[config.mk]
export PLATFORM = sky130hd
export DESIGN_NAME = masked_nibble_perm_pipe
export DESIGN_NICKNAME = d
export VERILOG_FILES = /design/src/rtl/masked_nibble_perm_pipe.sv
export SDC_FILE = /design/constraint.sdc
export NUM_CORES = 1
export LEC_CHECK = 0
export CAP_MARGIN = 10
export CORE_ASPECT_RATIO = 0.75
export CORE_MARGIN = 5
export CORE_UTILIZATION = 47
export CTS_CLUSTER_SIZE = 28
export DETAILED_ROUTE_END_ITERATION = 16
export PLACE_DENSITY = 0.82
export SLEW_MARGIN = 20
export SYNTH_ARGS = -nofsm -noshare
export SYNTH_HDL_FRONTEND = slang
export SYNTH_SLANG_ARGS = --single-unit
[constraint.sdc]
create_clock -name clk -period 11.23 [get_ports clk]
set_clock_uncertainty 0.05 [all_clocks]
set_input_delay 1.123 -clock clk [delete_from_list [all_inputs] [get_ports clk]]
set_output_delay 1.123 -clock clk [all_outputs]
set_load 0.005 [all_outputs]
[src/rtl/masked_nibble_perm_pipe.sv]
// -----------------------------------------------------------------------------
// masked_nibble_perm_pipe
//
// Share-wise linear/affine nibble layer for threshold-implemented SPN ciphers.
// Every 4-bit nibble of every share goes through a mode-selected bit
// permutation; in the affine mode the round constant is XORed into share 0
// only, so the unmasked value receives it exactly once. Shares are never
// mixed. The result enters an elastic valid/ready pipeline of PIPE stages.
//
// Ports
//   clk        rising-edge clock
//   rst        synchronous active-high reset
//   in_valid   input beat valid
//   in_ready   block accepts a beat this cycle
//   in_mode    transform select, sampled with the beat
//   in_data    SHARES shares of 4*NIBBLES bits, share s in slice s
//   out_valid  output beat valid
//   out_ready  downstream accepts
//   out_data   transformed shares, same packing as in_data
//   busy       at least one stage holds a beat
// -----------------------------------------------------------------------------
module masked_nibble_perm_pipe #(
  parameter int          NIBBLES = 16,
  parameter int          SHARES  = 3,
  parameter int          PIPE    = 1,
  parameter logic [63:0] RC      = 64'h0
) (
  input  logic                        clk,
  input  logic                        rst,
  input  logic                        in_valid,
  output logic                        in_ready,
  input  logic [1:0]                  in_mode,
  input  logic [4*NIBBLES*SHARES-1:0] in_data,
  output logic                        out_valid,
  input  logic                        out_ready,
  output logic [4*NIBBLES*SHARES-1:0] out_data,
  output logic                        busy
);

  localparam int SW = 4 * NIBBLES;  // bits per share
  localparam int DW = SW * SHARES;  // bits per beat

  // Only the low SW bits of the constant are meaningful.
  localparam logic [SW-1:0] RC_S0 = SW'(RC);

  typedef enum logic [1:0] {
    MODE_BYPASS = 2'b00,
    MODE_REV    = 2'b01,
    MODE_REV_RC = 2'b10,
    MODE_ROTL   = 2'b11
  } mode_e;

  function automatic logic [3:0] perm(input mode_e m, input logic [3:0] b);
    case (m)
      MODE_REV, MODE_REV_RC: perm = {b[0], b[1], b[2], b[3]};
      MODE_ROTL:             perm = {b[2:0], b[3]};
      default:               perm = b;
    endcase
  endfunction

  // ---------------------------------------------------------------------------
  // Transform: purely combinational ahead of stage 0; the mode is consumed
  // here and is not carried down the pipeline.
  // ---------------------------------------------------------------------------
  logic [DW-1:0] xf_data;
  mode_e         mode;

  assign mode = mode_e'(in_mode);

  always_comb begin
    // NOTE: assign a default before any conditional update so no path leaves
    // the variable unwritten; otherwise a latch is inferred.
    xf_data = '0;
    for (int s = 0; s < SHARES; s++) begin
      for (int n = 0; n < NIBBLES; n++) begin
        xf_data[s*SW + n*4 +: 4] = perm(mode, in_data[s*SW + n*4 +: 4]);
      end
    end
    // Affine part touches share 0 only, keeping the sharing uniform.
    if (mode == MODE_REV_RC) begin
      xf_data[SW-1:0] = xf_data[SW-1:0] ^ RC_S0;
    end
  end

  // ---------------------------------------------------------------------------
  // Elastic pipeline. A stage can load when it is empty or when the stage
  // after it can load too, so a full chain still moves one beat per cycle.
  // ---------------------------------------------------------------------------
  logic [PIPE-1:0] vld;
  logic [DW-1:0]   data     [PIPE];
  logic [PIPE-1:0] ready;
  logic [PIPE-1:0] src_vld;
  logic [DW-1:0]   src_data [PIPE];

  always_comb begin
    logic nxt;
    nxt   = out_ready;
    ready = '0;
    for (int k = PIPE - 1; k >= 0; k--) begin
      nxt      = !vld[k] || nxt;
      ready[k] = nxt;
    end
  end

  always_comb begin
    src_vld[0]  = in_valid;
    src_data[0] = xf_data;
    for (int k = 1; k < PIPE; k++) begin
      src_vld[k]  = vld[k-1];
      src_data[k] = data[k-1];
    end
  end

  always_ff @(posedge clk) begin
    if (rst) begin
      // NOTE: sequential state uses non-blocking assignments so every stage
      // samples its predecessor's pre-edge value, independent of order.
      vld <= '0;
      for (int k = 0; k < PIPE; k++) data[k] <= '0;
    end else begin
      for (int k = 0; k < PIPE; k++) begin
        if (ready[k]) begin
          vld[k] <= src_vld[k];
          // Data only moves with a beat; idle input never reaches a stage.
          if (src_vld[k]) data[k] <= src_data[k];
        end
      end
    end
  end

  // Stages are cleared by the reset edge itself, so accepting is harmless to
  // advertise while rst is high; the reset branch discards any offered beat.
  assign in_ready  = rst || ready[0];
  assign out_valid = vld[PIPE-1];
  assign out_data  = data[PIPE-1];
  assign busy      = |vld;

endmodule

==> results.py <==
metrics = {
    "clock_network": {
        "cts_buffer_depth": 2,
        "root_buffer": "clkbuf_16",
        "clock_latency_ps": 420,
        "cts_tree": "built",
        "cts.sinks": 193,
        "clkTransAtPathRegs_ps": 80,
        "htree_num_levels": 4,
        "postCtsSetupBuffers": 0,
        "cts_hold_buf": 0,
        "numCtsBuffers": 17,
        "cts_resized": 0,
    },
    "drt": {
        "first_iter_violations": 800,
        "viasPerCell": 5.879,
        "dr.pass1.iters": 5,
        "ant_nets": 0,
        "wl_um": 30540,
        "avgRoutedWirePerCell_um": 22.23,
        "vias": 8078,
        "drcViolationCount": 0,
    },
    "flow_run": {
        "cap_violations": 0,
    },
    "synth": {
        "synth_mux_area_share_pct": 0,
        "synthSimpleGateAreaFrac_pct": 16.21,
        "synth_top_family_by_area": "compound AO/OA/AOI/OAI gates",
        "synth.avg_cell_area_um2": 12.49,
        "syn_inst": 771,
        "synth_xor_area_share_pct": 0,
        "ys_ff_latch": 193,
        "seq_area_frac_synth_pct": 60.08,
        "ys_types": 22,
        "synth_compound_area_share_pct": 18.53,
        "synth_fa_ha_area_share_pct": 0.2598,
        "synth_nets": 971,
        "synth_area_um2": 9630,
        "yosys_warnings": 0,
    },
    "critical_path": {
        "path_max_fanout": 51,
        "cp_top_family": "buffers and inverters",
        "crit_chain": "clkdlybuf4s50_1 > inv_1 > ha_4 > o21ba_4 > buf_4 > a22oi_1 > nor2_1",
        "worstRegToRegCells": 4,
        "crit_required_ps": 11450,
        "crit_type": "in -> reg",
        "cp_data_arrival_time_ps": 4220,
        "path_buf_inv": 3,
        "crit_path_end_kind": "flop",
        "crit_slowest_cell": "o21ba_4",
        "r2r-start": "busy$_SDFFE_PP0P_",
        "cp.depth": 7,
        "slowest_delay_ps": 750,
        "critPathCapture": "data[0][26]$_SDFFCE_PN0P_",
        "rrSetupSlack_ps": 9140,
        "startpoint": "in_mode[0]",
        "worstSetupStartpointType": "primary input",
        "r2r-end": "data[0][55]$_SDFFCE_PN0P_",
    },
    "die": {
        "num_rows": 45,
        "die_x_um": 175.3,
        "start_util_pct": 47.64,
        "fp.dieH_um": 134.0,
        "coreArea_um2": 20210,
        "io-pin-count": 393,
        "die_area_um2": 23480,
    },
    "global_routing": {
        "grt_max_degree": 193,
        "antenna_found_initial": 0,
        "grt.total_usage_pct": 24.65,
        "grt_pass1_wl_um": 45270,
        "grt_pass1_vias": 7660,
        "overflow": 0,
    },
    "layout": {
        "syn2layout_area_growth_pct": 46.19,
        "fin_cells": 1374,
        "final_nets": 1303,
        "layout_common_cells": "clkdlybuf4s50_1, edfxtp_1, a221oi_1, nor2b_1, nor3_1",
        "antenna_cells": 0,
        "utilization_pct": 69.65,
        "mostFrequentLayoutCell": "clkdlybuf4s50_1",
        "layout-drive-gt1-share_pct": 10.93,
    },
    "power": {
        "leakage_nw": 4.783,
        "combPwrFrac_pct": 21.4,
        "switchingPower_mw": 0.4856,
        "p_total_mw": 1.848,
        "ir_drop_mv": 0.08665,
        "power_frac_clock_pct": 31.2,
        "seqPwrFrac_pct": 47.4,
        "power_density_nw_per_um2": 131.3,
        "intPower_mw": 1.363,
        "switching_share_pct": 26.27,
    },
    "min_path": {
        "min_path_type": "reg -> reg",
    },
    "timing": {
        "min_period_ps": 3998,
        "hold_viol": 0,
        "finalSetupViolCount": 0,
        "maxSlewViolCount": 0,
        "worst_pin_slew_ps": 1216,
        "grt_setup_unrepaired": "no",
        "hold_ws_ps": 600.7,
        "max_freq_ghz": 0.2501,
        "slew_headroom_pct": 18.94,
        "fin_tns_setup_ps": 0,
        "min_period_over_period_pct": 35.60,
    },
    "placed_design": {
        "dpl.hpwl_um": 20830,
        "routabilityCongestion": 0.8748,
        "io_buffers": 392,
        "dp.cells": 1342,
    },
    "run_status": {
        "status": "finished, final reports clean",
    },
}
## Yosys cell counts
| master | number | area (µm²) |
|---|---|---|
| o21ba_1 | 1 | 10.01 |
| buf_4 | 1 | 7.510 |
| nand3b_1 | 1 | 7.510 |
| buf_2 | 52 | 260.3 |
| ha_1 | 2 | 25.02 |
| inv_1 | 3 | 11.26 |
| a22oi_1 | 56 | 420.4 |
| buf_8 | 4 | 60.06 |
| nand2b_1 | 1 | 6.260 |
| or2_2 | 1 | 6.260 |
| a22oi_2 | 40 | 500.5 |
| nor2_2 | 40 | 250.2 |
| nor2b_1 | 96 | 600.6 |
| dfxtp_1 | 1 | 20.02 |
| nor2_1 | 56 | 210.2 |
| a21oi_1 | 1 | 5.000 |
| a221oi_1 | 96 | 840.8 |
| clkbuf_1 | 27 | 101.4 |
| buf_6 | 3 | 33.78 |
| nor3_1 | 96 | 480.5 |
| edfxtp_1 | 192 | 5766 |
| a21o_1 | 1 | 7.510 |
## state kept, by name, summed over array words and instances (netlist names)
signal	count
data	192
busy	1
## metrics by stage
step / instance area (µm²) / setup WS (ps)
final: 14080 / 7232
after CTS: 14080 / 7274
after global routing: 14080 / 7064
after floorplan: 9630 / 5465
after detailed placement: 13540 / 6833
after global placement: 13540 / 6870
## kinds of logic after synthesis
kind of cell / Yosys count
compound gates: 195
fa+ha+maj: 2
buf+inv: 90
flops: 193
simple gates: 291
## layout make-up
type / count / area (µm²)
Inverter: 3 / 11.26
Tap cell: 258 / 322.8
Sequential cell: 193 / 5786
Fill cell: 1444 / 6135
Multi-Input combinational cell: 488 / 3410
Clock inverter: 12 / 103.9
Timing Repair Buffer: 400 / 4009
Clock buffer: 20 / 436.7
## per-layer routing
layer	GRT usage, %	share of wire, %
met5	0	0
met4	6.062	1.9
met3	9.242	11
met2	42.25	50
met1	29.68	37
## worst reg2reg max path, cell delays in order, from the launching register on
cell and delay [ps]:
dfxtp_1 390, nand2b_1 150, nand3b_1 160, buf_12 610, nor3_1 430
## power by group through the flow
stage	Combinational (mW)	Sequential (mW)	Clock [mW]
finish	0.396	0.875	0.577
global route	0.421	0.880	0.613
CTS	0.397	0.876	0.584
detailed placement	0.395	0.891	0
global placement	0.390	0.889	0
floorplan	0.153	0.901	0
## how the worst min path moves through the flow
stage,from,slack [ps],cells after the start,to
floorplan,busy$_SDFFE_PP0P_,480,2,busy$_SDFFE_PP0P_
CTS,busy$_SDFFE_PP0P_,600,2,busy$_SDFFE_PP0P_
global route,busy$_SDFFE_PP0P_,670,2,busy$_SDFFE_PP0P_
finish,busy$_SDFFE_PP0P_,600,2,busy$_SDFFE_PP0P_
detailed placement,busy$_SDFFE_PP0P_,590,2,busy$_SDFFE_PP0P_
global placement,busy$_SDFFE_PP0P_,560,2,busy$_SDFFE_PP0P_
(Power assumes the default switching activity.)
